<file path="src/rtl/rom_burst_reader_if.sv">
// rom_burst_reader_if: ROM read bus plus the valid/ready word stream of the burst reader.
interface rom_burst_reader_if #(parameter int ADDR_W = 3, parameter int DATA_W = 32);
  logic [ADDR_W-1:0] rom_addr;
  logic rom_oe;
  wire [DATA_W-1:0] rom_data;
  logic [DATA_W-1:0] out_data;
  logic out_valid;
  logic out_ready;
  modport master (output rom_addr, rom_oe, out_data, out_valid, input rom_data, out_ready);
  modport slave (input rom_addr, rom_oe, out_data, out_valid, output out_ready);
endinterface

</file>
<file path="src/rtl/rom_burst_reader.sv">
// rom_burst_reader: reads a burst of consecutive ROM words and streams them over valid/ready.
// Optional ROM_READ_CHECKSUM_EN adds an XOR checksum of every word captured in the burst.
module rom_burst_reader #(
  parameter int ADDR_W = 3,
  parameter int DATA_W = 32,
  parameter int WAIT_CYCLES = 1
) (
  input  logic clk,
  input  logic rst_n,
  input  logic start,
  input  logic [ADDR_W-1:0] start_addr,
  input  logic [ADDR_W:0] count,
  output logic busy,
  output logic done,
`ifdef ROM_READ_CHECKSUM_EN
  output logic [DATA_W-1:0] checksum,
`endif
  rom_burst_reader_if.master bus
);
  typedef enum logic [1:0] {IDLE, WAIT, OUT} state_t;
  state_t state, state_n;
  logic [ADDR_W-1:0] rom_addr, rom_addr_n;
  logic rom_oe, rom_oe_n, out_valid, out_valid_n, busy_n, done_n;
  logic [DATA_W-1:0] out_data, out_data_n;
  logic [ADDR_W:0] remaining, remaining_n;
  logic [3:0] wcnt, wcnt_n;
`ifdef ROM_READ_CHECKSUM_EN
  logic [DATA_W-1:0] checksum_n;
`endif
  assign bus.rom_addr = rom_addr;
  assign bus.rom_oe = rom_oe;
  assign bus.out_data = out_data;
  assign bus.out_valid = out_valid;
  always_ff @(posedge clk or negedge rst_n)
    if (!rst_n) begin
      state <= IDLE;
      rom_addr <= '0;
      rom_oe <= 1'b0;
      out_data <= '0;
      out_valid <= 1'b0;
      busy <= 1'b0;
      done <= 1'b0;
      remaining <= '0;
      wcnt <= '0;
`ifdef ROM_READ_CHECKSUM_EN
      checksum <= '0;
`endif
    end else begin
      state <= state_n;
      rom_addr <= rom_addr_n;
      rom_oe <= rom_oe_n;
      out_data <= out_data_n;
      out_valid <= out_valid_n;
      busy <= busy_n;
      done <= done_n;
      remaining <= remaining_n;
      wcnt <= wcnt_n;
`ifdef ROM_READ_CHECKSUM_EN
      checksum <= checksum_n;
`endif
    end
  always_comb begin
    state_n = state;
    rom_addr_n = rom_addr;
    rom_oe_n = rom_oe;
    out_data_n = out_data;
    out_valid_n = out_valid;
    busy_n = busy;
    done_n = 1'b0;
    remaining_n = remaining;
    wcnt_n = wcnt;
`ifdef ROM_READ_CHECKSUM_EN
    checksum_n = checksum;
`endif
    case (state)
      IDLE:
        if (start) begin
          rom_addr_n = start_addr;
          rom_oe_n = 1'b1;
          remaining_n = count == '0 ? (ADDR_W+1)'(2**ADDR_W) : count;
          wcnt_n = 4'(WAIT_CYCLES);
          busy_n = 1'b1;
          state_n = WAIT;
`ifdef ROM_READ_CHECKSUM_EN
          checksum_n = '0;
`endif
        end
      WAIT: begin
        wcnt_n = wcnt - 4'd1;
        // rom_data is only sampled here, while rom_oe is still high
        if (wcnt == 4'd1) begin
          out_data_n = bus.rom_data;
          out_valid_n = 1'b1;
          rom_oe_n = 1'b0;
          state_n = OUT;
`ifdef ROM_READ_CHECKSUM_EN
          checksum_n = checksum ^ bus.rom_data;
`endif
        end
      end
      OUT:
        if (out_valid && bus.out_ready) begin
          out_valid_n = 1'b0;
          remaining_n = remaining - 1'b1;
          if (remaining == (ADDR_W+1)'(1)) begin
            busy_n = 1'b0;
            done_n = 1'b1;
            state_n = IDLE;
          end else begin
            rom_addr_n = rom_addr + 1'b1;
            rom_oe_n = 1'b1;
            wcnt_n = 4'(WAIT_CYCLES);
            state_n = WAIT;
          end
        end
      default: state_n = IDLE;
    endcase
  end
endmodule

</file>
<file path="src/flat_wrapper.sv">
// flat-port wrapper written by rule: the top's interface ports become plain ports
module rom_burst_reader_flat 
#(
  parameter int ADDR_W = 3,
  parameter int DATA_W = 32,
  parameter int WAIT_CYCLES = 1
)
  (clk, rst_n, start, start_addr, count, busy, done, bus_rom_addr, bus_rom_oe, bus_out_data, bus_out_valid, bus_rom_data, bus_out_ready);
  rom_burst_reader_if #(.ADDR_W(ADDR_W), .DATA_W(DATA_W)) bus_i ();
  input  logic clk;
  input  logic rst_n;
  input  logic start;
  input  logic [ADDR_W-1:0] start_addr;
  input  logic [ADDR_W:0] count;
  output logic busy;
  output logic done;
  output wire logic [$bits(bus_i.rom_addr)-1:0] bus_rom_addr;
  output wire logic [$bits(bus_i.rom_oe)-1:0] bus_rom_oe;
  output wire logic [$bits(bus_i.out_data)-1:0] bus_out_data;
  output wire logic [$bits(bus_i.out_valid)-1:0] bus_out_valid;
  input wire logic [$bits(bus_i.rom_data)-1:0] bus_rom_data;
  input wire logic [$bits(bus_i.out_ready)-1:0] bus_out_ready;
  assign bus_rom_addr = bus_i.rom_addr;
  assign bus_rom_oe = bus_i.rom_oe;
  assign bus_out_data = bus_i.out_data;
  assign bus_out_valid = bus_i.out_valid;
  assign bus_i.rom_data = bus_rom_data;
  assign bus_i.out_ready = bus_out_ready;
  rom_burst_reader #(.ADDR_W(ADDR_W), .DATA_W(DATA_W), .WAIT_CYCLES(WAIT_CYCLES)) u_core (.clk(clk), .rst_n(rst_n), .start(start), .start_addr(start_addr), .count(count), .busy(busy), .done(done), .bus(bus_i));
endmodule
</file>
<file path="config.mk">
export PLATFORM = sky130hd
export DESIGN_NAME = rom_burst_reader_flat
export DESIGN_NICKNAME = d
export VERILOG_FILES = /design/src/rtl/rom_burst_reader_if.sv /design/src/rtl/rom_burst_reader.sv /design/src/flat_wrapper.sv
export SDC_FILE = /design/constraint.sdc
export NUM_CORES = 1
export LEC_CHECK = 0
export CORE_UTILIZATION = 50
export CTS_CLUSTER_SIZE = 14
export DETAILED_ROUTE_END_ITERATION = 8
export DONT_BUFFER_PORTS = 1
export MAX_ROUTING_LAYER = met4
export PLACE_DENSITY_LB_ADDON = 0.12
export SLEW_MARGIN = 10
export SYNTH_ARGS = -nofsm -noshare
export SYNTH_HDL_FRONTEND = slang
export SYNTH_SLANG_ARGS = --single-unit
</file>
<file path="constraint.sdc">
create_clock -name clk -period 3.2 [get_ports clk]
set_input_delay 0.32 -clock clk [delete_from_list [all_inputs] [get_ports clk]]
set_output_delay 0.32 -clock clk [all_outputs]
set_load 0.005 [all_outputs]
</file>
Word level (Yosys, flattened, before mapping)
Cells that the tools add are included.
{ "word_totals": {"ff_bits": 49, "latchBits": 0, "ram_bits": 0, "romBits": 0, "inputBits": 43, "out_inout_bits": 39, "wordCells": 66, "n_memories": 0} }
{ "classes": {"add_sub_neg": 3, "multipliers": 0, "div_mod_pow": 0, "n_lt_le_gt_ge": 0, "n_eq_ne": 9, "shift": 0, "mux": 31, "bitwise_logic": 0, "n_reduce_logical": 14} }
{ "op_table": {"columns": ["operator", "n"], "rows": [
  ["$mux W4", 6],
  ["$mux W1", 12],
  ["$pmux W4 S3", 1],
  ["$reduce_and A4 Y1", 3],
  ["$mux W3", 3],
  ["$reduce_and A3 Y1", 3],
  ["$eq A4 B1 Y1 const B", 2],
  ["$pmux W4 S2", 1],
  ["$sub A4 B1 Y4 const B", 2],
  ["$mux W2", 3],
  ["$ne A2 B1 Y1 const B", 3],
  ["$pmux W2 S3", 1],
  ["$pmux W3 S2", 1],
  ["$reduce_and A5 Y1", 1],
  ["$logic_not A4 Y1", 1],
  ["$ne A2 B2 Y1 const B", 2],
  ["$pmux W1 S2", 2],
  ["$reduce_bool A2 Y1", 2],
  ["$add A3 B1 Y3 const B", 1],
  ["$pmux W1 S3", 1],
  ["$reduce_bool A3 Y1", 1],
  ["$eq A2 B1 Y1 const B", 1],
  ["$eq A2 B2 Y1 const B", 1],
  ["$logic_not A2 Y1", 1],
  ["2 further kinds", 2]
]} }

Logic depth before layout (Yosys ltp)
Gate-level depths: netlist of the first run.
{ "depth": {"word_depth": 4, "depth_mapped": 7, "mapped_depth_nobuf": 6} }

Worst setup path before layout of the first run
Ideal clock, no wire load.
{ "synth_path": {"path_kind": "register to register", "start": "reg u_core.state[0]", "end": "reg u_core.wcnt[3]", "arrival_time_ns": 1.742, "path_slack_ns": 1.331, "stages_incl_launch_ff": 8, "path_cell_list": "dfrtp_1 > inv_1 > ha_1 > buf_6 > nor4bb_4 > or4_4 > a32oi_1 > o21ai_1"} }
{ "synth_between": {"elab_chain_cells": 3} }
{ "synth_rtl": {"columns": ["element", "line_no", "rtl"], "rows": [
  ["start: declaration", "rom_burst_reader.sv:21", "state_t state, state_n;"],
  ["start signal: assignment", "rom_burst_reader.sv:49", "state <= state_n;"],
  ["$eq A2 B2 Y1 (tied with other cells)", "rom_burst_reader.sv:75", "case (state)"],
  ["$ne A2 B1 Y1 (no line) (tied with other cells)", null, null],
  ["$reduce_and A4 Y1 (no line)", null, null],
  ["end signal: assignment", "rom_burst_reader.sv:57", "wcnt <= wcnt_n;"],
  ["end: declaration", "rom_burst_reader.sv:26", "logic [3:0] wcnt, wcnt_n;"]
]} }
Parallel ways exist; a longest one is shown, timed or not.
A chain may end at the register's enable or synchronous reset.

Worst setup path in the final report of the first run
{ "layout_path": {"start": "reg u_core.state[0]", "end": "reg u_core.remaining[3]"} }
{ "layout_between": {"elab_chain_cells": 3} }
{ "layout_rtl": {"columns": ["element", "line_no", "rtl"], "rows": [
  ["$eq A2 B2 Y1 / $logic_not A2 Y1 (equally long branches)", "rom_burst_reader.sv:75", null],
  ["$ne A2 B1 Y1 (no line) (tied with other cells)", null, null],
  ["$reduce_and A3 Y1 (no line)", null, null],
  ["end signal: assignment", "rom_burst_reader.sv:56", "remaining <= remaining_n;"],
  ["end: declaration", "rom_burst_reader.sv:25", "logic [ADDR_W:0] remaining, remaining_n;"]
]} }
Parallel ways exist; a longest one is shown, timed or not.

==> metrics.cfg, run 1 <==
[critical_path]
start_kind = register
endpoint_kind = register
cp_data_required_time_ps = 3360
critical_path_class = register to register
startpoint = u_core.state[0]
cp_max_fo = 19
timing.rr.start = u_core.state[0]
cp.arrival_ps = 2400

[clocking]
cts_resized = 0
path_clk_slew_ps = 90
cts_tree = done
cts_setup_buffers = 0
cts_root_buffer = clkbuf_8
worstSkewPairLatency_ps = 300
clock_sinks = 49
clockBufferDepth = 2
htreeDepth = 2
cts_made_buffers = 5

[die]
die_w_um = 69.7
start_util = 0.523
coreArea_sq_um = 4380
die_h_um = 69.7
num_rows = 24
die_area_sq_um = 4860
ios = 82

[placed_design]
gp_congestion = 0.827
dp_hpwl_um = 2940
port_buffers = 0
place_inst = 227
pre_cts_ws_ps = 967

[final_layout]
finalCoreUtilization = 0.559
antenna_cells = 0
final_cells = 237
area_growth_pct = 6.94
drive_above_1_share = 0.259
fin_nets = 238
n_fill_cell = 358

[sta]
finalSetupViolCount = 0
finalCriticalPeriod_ps = 2230
max_slew_margin = 0.587
finalHoldViolations = 0
rsz0062_at_grt = no
fmax_mhz = 448
tns_ps = 0
skew_ps = 8.44
setup_slack_ps = 965
slew_viol_final = 0
finalCritPeriodShare = 0.698
tightest_slew_ps = 619

[yosys]
synth-async-reset-ratio = 1.00
synthAdderAreaFrac = 0.0601
ys_seq_area_frac = 0.535
synth_seq_cells = 49
syn-num-nets = 234
synth.area.mux_share = 0.180
ys_types = 38
synth_cells = 180
synth-edff-count = 0
synth-xor-area-share = 0
synthSimpleGateAreaFrac = 0.114
yosysWarningCount = 0
mappedNetlistArea_sq_um = 2290
ys.flop_type = dfrtp_1
synth_top_family_by_area = multiplexers
synth_compound_area_frac = 0.0759
avgSynthCellArea_sq_um = 12.7

[power]
p_leak_nw = 1.07
finalPower_mw = 2.56
vdd_ir_drop_max_mv = 0.403
powerDensity_nw_per_um2 = 1040

[global_routing]
grt_pass1_wl_um = 6440
overflow = 0
grt_max_degree = 50
track_usage = 0.172
grt_pass1_vias = 1373
antenna_found_initial = 0

[flow_run]
maxCapViolations = 0

[hold_path]
hp-start = bus_rom_data[16]
hold_class = input port to register

[routing]
drc = 0
wl_per_cell_um = 16.7
vias_per_cell = 5.92
vias = 1404
first_pass_iters = 4
drt_iter0_drc = 65
totalWireLength_um = 3970
antenna_left = 0

[run_status]
status = finished clean

[synthesized netlist by cell type (2+ instances only)]
| library cell | instances | area (sq um) |
|---|---|---|
| nand3b_1 | 2 | 15.0 |
| mux2i_1 | 3 | 30.0 |
| a21o_1 | 2 | 15.0 |
| mux2_1 | 2 | 22.5 |
| a21oi_1 | 6 | 30.0 |
| inv_1 | 10 | 37.5 |
| clkbuf_1 | 2 | 7.51 |
| nor3_1 | 5 | 25.0 |
| and2_1 | 3 | 18.8 |
| buf_4 | 3 | 22.5 |
| nor2b_1 | 4 | 25.0 |
| ha_1 | 11 | 138 |
| nand2_1 | 6 | 22.5 |
| nor2_1 | 7 | 26.3 |
| dfrtp_1 | 49 | 1230 |
| o211ai_1 | 2 | 15.0 |
| and3_1 | 2 | 12.5 |
| o21ai_0 | 7 | 35.0 |
| o21ai_1 | 4 | 20.0 |
| mux2_2 | 32 | 360 |
[what timing repair did]
action | in CTS | in global routing
hold endpoints to repair | 49 | 0
setup endpoints to repair | 0 | 0
hold buffers | 2 | 0
[power by group]
part / switching, mW / internal [mW]
Clock: 0.204 / 0.155
Sequential: 0.251 / 0.924
Combinational: 0.485 / 0.538
[state kept, by name (all words and copies together) (netlist names)]
register              count
u_core.bus.out_data      32
u_core.bus.out_valid      1
u_core.bus.rom_addr       3
u_core.bus.rom_oe         1
u_core.busy               1
u_core.done               1
u_core.remaining          4
u_core.state              2
u_core.wcnt               4
[stage by stage]
stage          hold WS, ps  instance area [sq um]
5_1_grt                148                   2450
4_1_cts                153                   2450
3_5_place_dp          25.3                   2320
3_3_place_gp          25.3                   2320
2_1_floorplan         24.4                   2290
6_report               161                   2450
[layout by cell type, fill, tap and decap left out, drive strengths merged, types with 2 or more instances in the layout]
master	instances
a21oi	6
o21ai	11
mux2i	3
and3	2
and2	3
a21o	2
buf	2
ha	11
mux2	34
nor2b	4
o211ai	2
dfrtp	49
nand3b	2
nor2	7
clkbuf	5
inv	11
nor3	6
nand2	6
[worst paths after layout]
check	depth (start not counted)	slack [ps]	endpoint
min in group asynchronous	2	520	u_core.remaining[3]
worst max register to register	6	970	u_core.remaining[3]
worst min-delay path	1	160	u_core.bus.out_data[16]
max in group asynchronous	2	2440	u_core.bus.out_data[16]
worst max-delay path	6	970	u_core.remaining[3]
worst min register to register	1	520	u_core.bus.out_data[14]
[per-layer routing]
layer | part of all wire | global-route usage
met3 | 0.066 | 0.0610
met1 | 0.42 | 0.195
met5 | 0 | -
met2 | 0.50 | 0.284
met4 | 0.015 | 0.0600
[layout make-up]
class	instances	area [sq um]	share of cell area
Inverter	10	37.5	0.0153
Clock inverter	3	21.3	0.00868
Sequential cell	49	1230	0.501
Multi-Input combinational cell	115	986	0.402
Timing Repair Buffer	3	45.0	0.0184
Clock buffer	5	68.8	0.0281
Tap cell	52	65.1	0.0266
[cell families after synthesis]
family | after synthesis
flops | 49
fa+ha+maj | 11
mux | 37
buf+inv | 16
simple gates | 40
compound gates | 27
[worst max-delay path, cell delays in order, from the launching register on]
cell and delay, ps:
dfrtp_1 430, inv_1 130, ha_1 570, nor2_1 230, or3_1 410, o32ai_1 260, a21oi_1 60
Note: power is estimated with default switching activity, not from simulation.
==> run 2: changes to the inputs <==
clock period = 2.3 ns   (was 3.2 ns; I/O delays follow)
==> run 2 against run 1 <==
- core utilization increased by 0.97 points
- combinational power increased by 44%
- clock skew decreased by 3.9 ps
- fmax increased by 7.0%
- largest cell class unchanged
- register-to-register slack got worse by 750 ps
- cell area increased by 1.7%
- hold slack got worse by 96 ps
- sequential share of layout area decreased by 0.85 points
- first-iteration DRC count decreased by 22%
- critical endpoint is now u_core.wcnt[3]
- count of clock-buffer cells in the layout unchanged
==> metrics.cfg, run 2 (synthesized netlist as in run 1, its figures left out) <==
[run_status]
status = finished clean

[die]
die_area_sq_um = 4860
ios = 82
coreArea_sq_um = 4380
num_rows = 24
start_util = 0.523
die_h_um = 69.7
die_w_um = 69.7

[global_routing]
antenna_found_initial = 0
overflow = 0
grt_pass1_wl_um = 6740
track_usage = 0.181
grt_pass1_vias = 1442
grt_max_degree = 50

[power]
clkPwrFrac = 0.165
switching_share = 0.356
power_frac_seq = 0.439
switchingPower_mw = 1.32
vdd_ir_drop_max_mv = 0.724
p_leak_nw = 1.09
internal_power_mw = 2.39
powerDensity_nw_per_um2 = 1490
combPwrFrac = 0.395

[sta]
max_slew_margin = 0.688
finalCritPeriodShare = 0.908
finalCriticalPeriod_ps = 2090
rsz0062_at_grt = no
fmax_mhz = 479
tightest_slew_ps = 466
skew_ps = 4.53
setup_slack_ps = 211
finalHoldViolations = 0
finalSetupViolCount = 0
tns_ps = 0
slew_viol_final = 0

[final_layout]
regMostFlops = u_core.bus.out_data
multiInputGateArea_sq_um = 986
largest_reg_flops = 32
layout_common_cells = dfrtp_1 (49), mux2_2 (32), ha_1 (11)
top_regs = u_core.bus.out_data: 32 flops, u_core.remaining: 4 flops, u_core.wcnt: 4 flops
antenna_cells = 0
final_common_cell = dfrtp_1
final_area_sq_um = 2490
drive_above_1_share = 0.263
finalCoreUtilization = 0.568
final_cells = 238
fin_nets = 239
area_growth_pct = 8.79
seq_area_sq_um = 1230
n_fill_cell = 357

[critical_path]
cp_slowest_cell = or4_4
critPathMaxStageDelay_ps = 590
cp_data_required_time_ps = 2490
worst-path-buf-inv = 1
critical_path_class = register to register
cp.arrival_ps = 2280
endpoint_kind = register
cp_max_fo = 12
cp_top_family = simple AND/OR/NAND/NOR gates
path_cells = inv_1, ha_1, nor4bb_4, or4_4, a32oi_1, o21ai_1
start_kind = register

[routing]
vias = 1382
wl_per_cell_um = 17.2
wirelength_met1_um = 1790
first_pass_iters = 4
route.met3.wl_um = 234
drc = 0
vias_per_cell = 5.81
top_layer_used = met4
totalWireLength_um = 4100
wl_met2_um = 2000
drt_iter0_drc = 51
antenna_left = 0

[placed_design]
pre_cts_ws_ps = 222
place_inst = 228
gp_congestion = 0.818
dp_hpwl_um = 2930
dpl-instance-area_sq_um = 2340
port_buffers = 0

[clocking]
clockBufferDepth = 2
cts_tree = done
clock_sinks = 49
cts_made_buffers = 5
cts_root_buffer = clkbuf_8
path_clk_slew_ps = 90
htreeDepth = 2
worstSkewPairLatency_ps = 300

[flow_run]
maxCapViolations = 0

[hold_path]
hold_class = input port to register

-- run 2: cell types whose count changed in the layout (fill, tap and decap cells not counted), sizes merged --
cell | previous run | this run
buf | 2 | 3
bufinv | 0 | 1
clkinvlp | 1 | 0
-- run 2: cell type report --
cell class	instances	share of cell area
sequential	49	0.492
multi-input combinational	115	0.396
clock buffer	5	0.0276
timing repair buffer	4	0.0261
tap	52	0.0261
clock inverter	3	0.0176
inverter	10	0.0151
-- run 2: timing repair --
action | in CTS | in global routing
endpoints found under the hold margin | 49 | 0
resized for setup | 0 | 0
hold buffers | 2 | 0
setup buffers | 0 | 0
-- run 2: worst paths after layout --
| kind | from | end | slack, ps | cells after the start |
|---|---|---|---|---|
| min in group asynchronous | rst_n | u_core.bus.out_data[15] | 430 | 2 |
| min | bus_rom_data[16] | u_core.bus.out_data[16] | 70 | 1 |
| max reg2reg | u_core.state[0] | u_core.wcnt[3] | 210 | 6 |
| max | u_core.state[0] | u_core.wcnt[3] | 210 | 6 |
| min reg2reg | u_core.bus.out_data[14] | u_core.bus.out_data[14] | 520 | 1 |
| max in group asynchronous | rst_n | u_core.bus.out_data[8] | 1650 | 2 |
-- run 2: worst register-to-register path: cells and delay by family (launching register included) --
| kind | cells | cell delay (ps) |
|---|---|---|
| and+or+nand+nor | 2 | 840 |
| DFF | 1 | 420 |
| adders and majority gates | 1 | 370 |
| AOI/OAI and AO/OA | 2 | 250 |
| buffers and inverters | 1 | 100 |
-- run 2: power groups by stage --
| stage | clock network [mW] | logic (mW) | registers (mW) |
|---|---|---|---|
| 2_1_floorplan | 0 | 1.23 | 1.57 |
| 3_3_place_gp | 0 | 1.37 | 1.64 |
| 3_5_place_dp | 0 | 1.45 | 1.66 |
| 4_1_cts | 0.636 | 1.47 | 1.64 |
| 5_1_grt | 0.668 | 1.65 | 1.69 |
| 6_report | 0.614 | 1.47 | 1.63 |
-- run 2: layer usage --
| metal | global-route usage | vias to the layer above |
|---|---|---|
| li1 | - | 647 |
| met1 | 0.227 | 678 |
| met2 | 0.277 | 50 |
| met3 | 0.0552 | 7 |
| met4 | 0.0689 | 0 |
| met5 | - | - |
-- run 2: through the flow --
step,hold slack [ps],power [mW]
final,65.2,3.71
after global routing,59.3,4.00
after CTS,57.2,3.75
after detailed placement,-64.6,3.10
after global placement,-64.7,3.02
after floorplan,-65.6,2.79
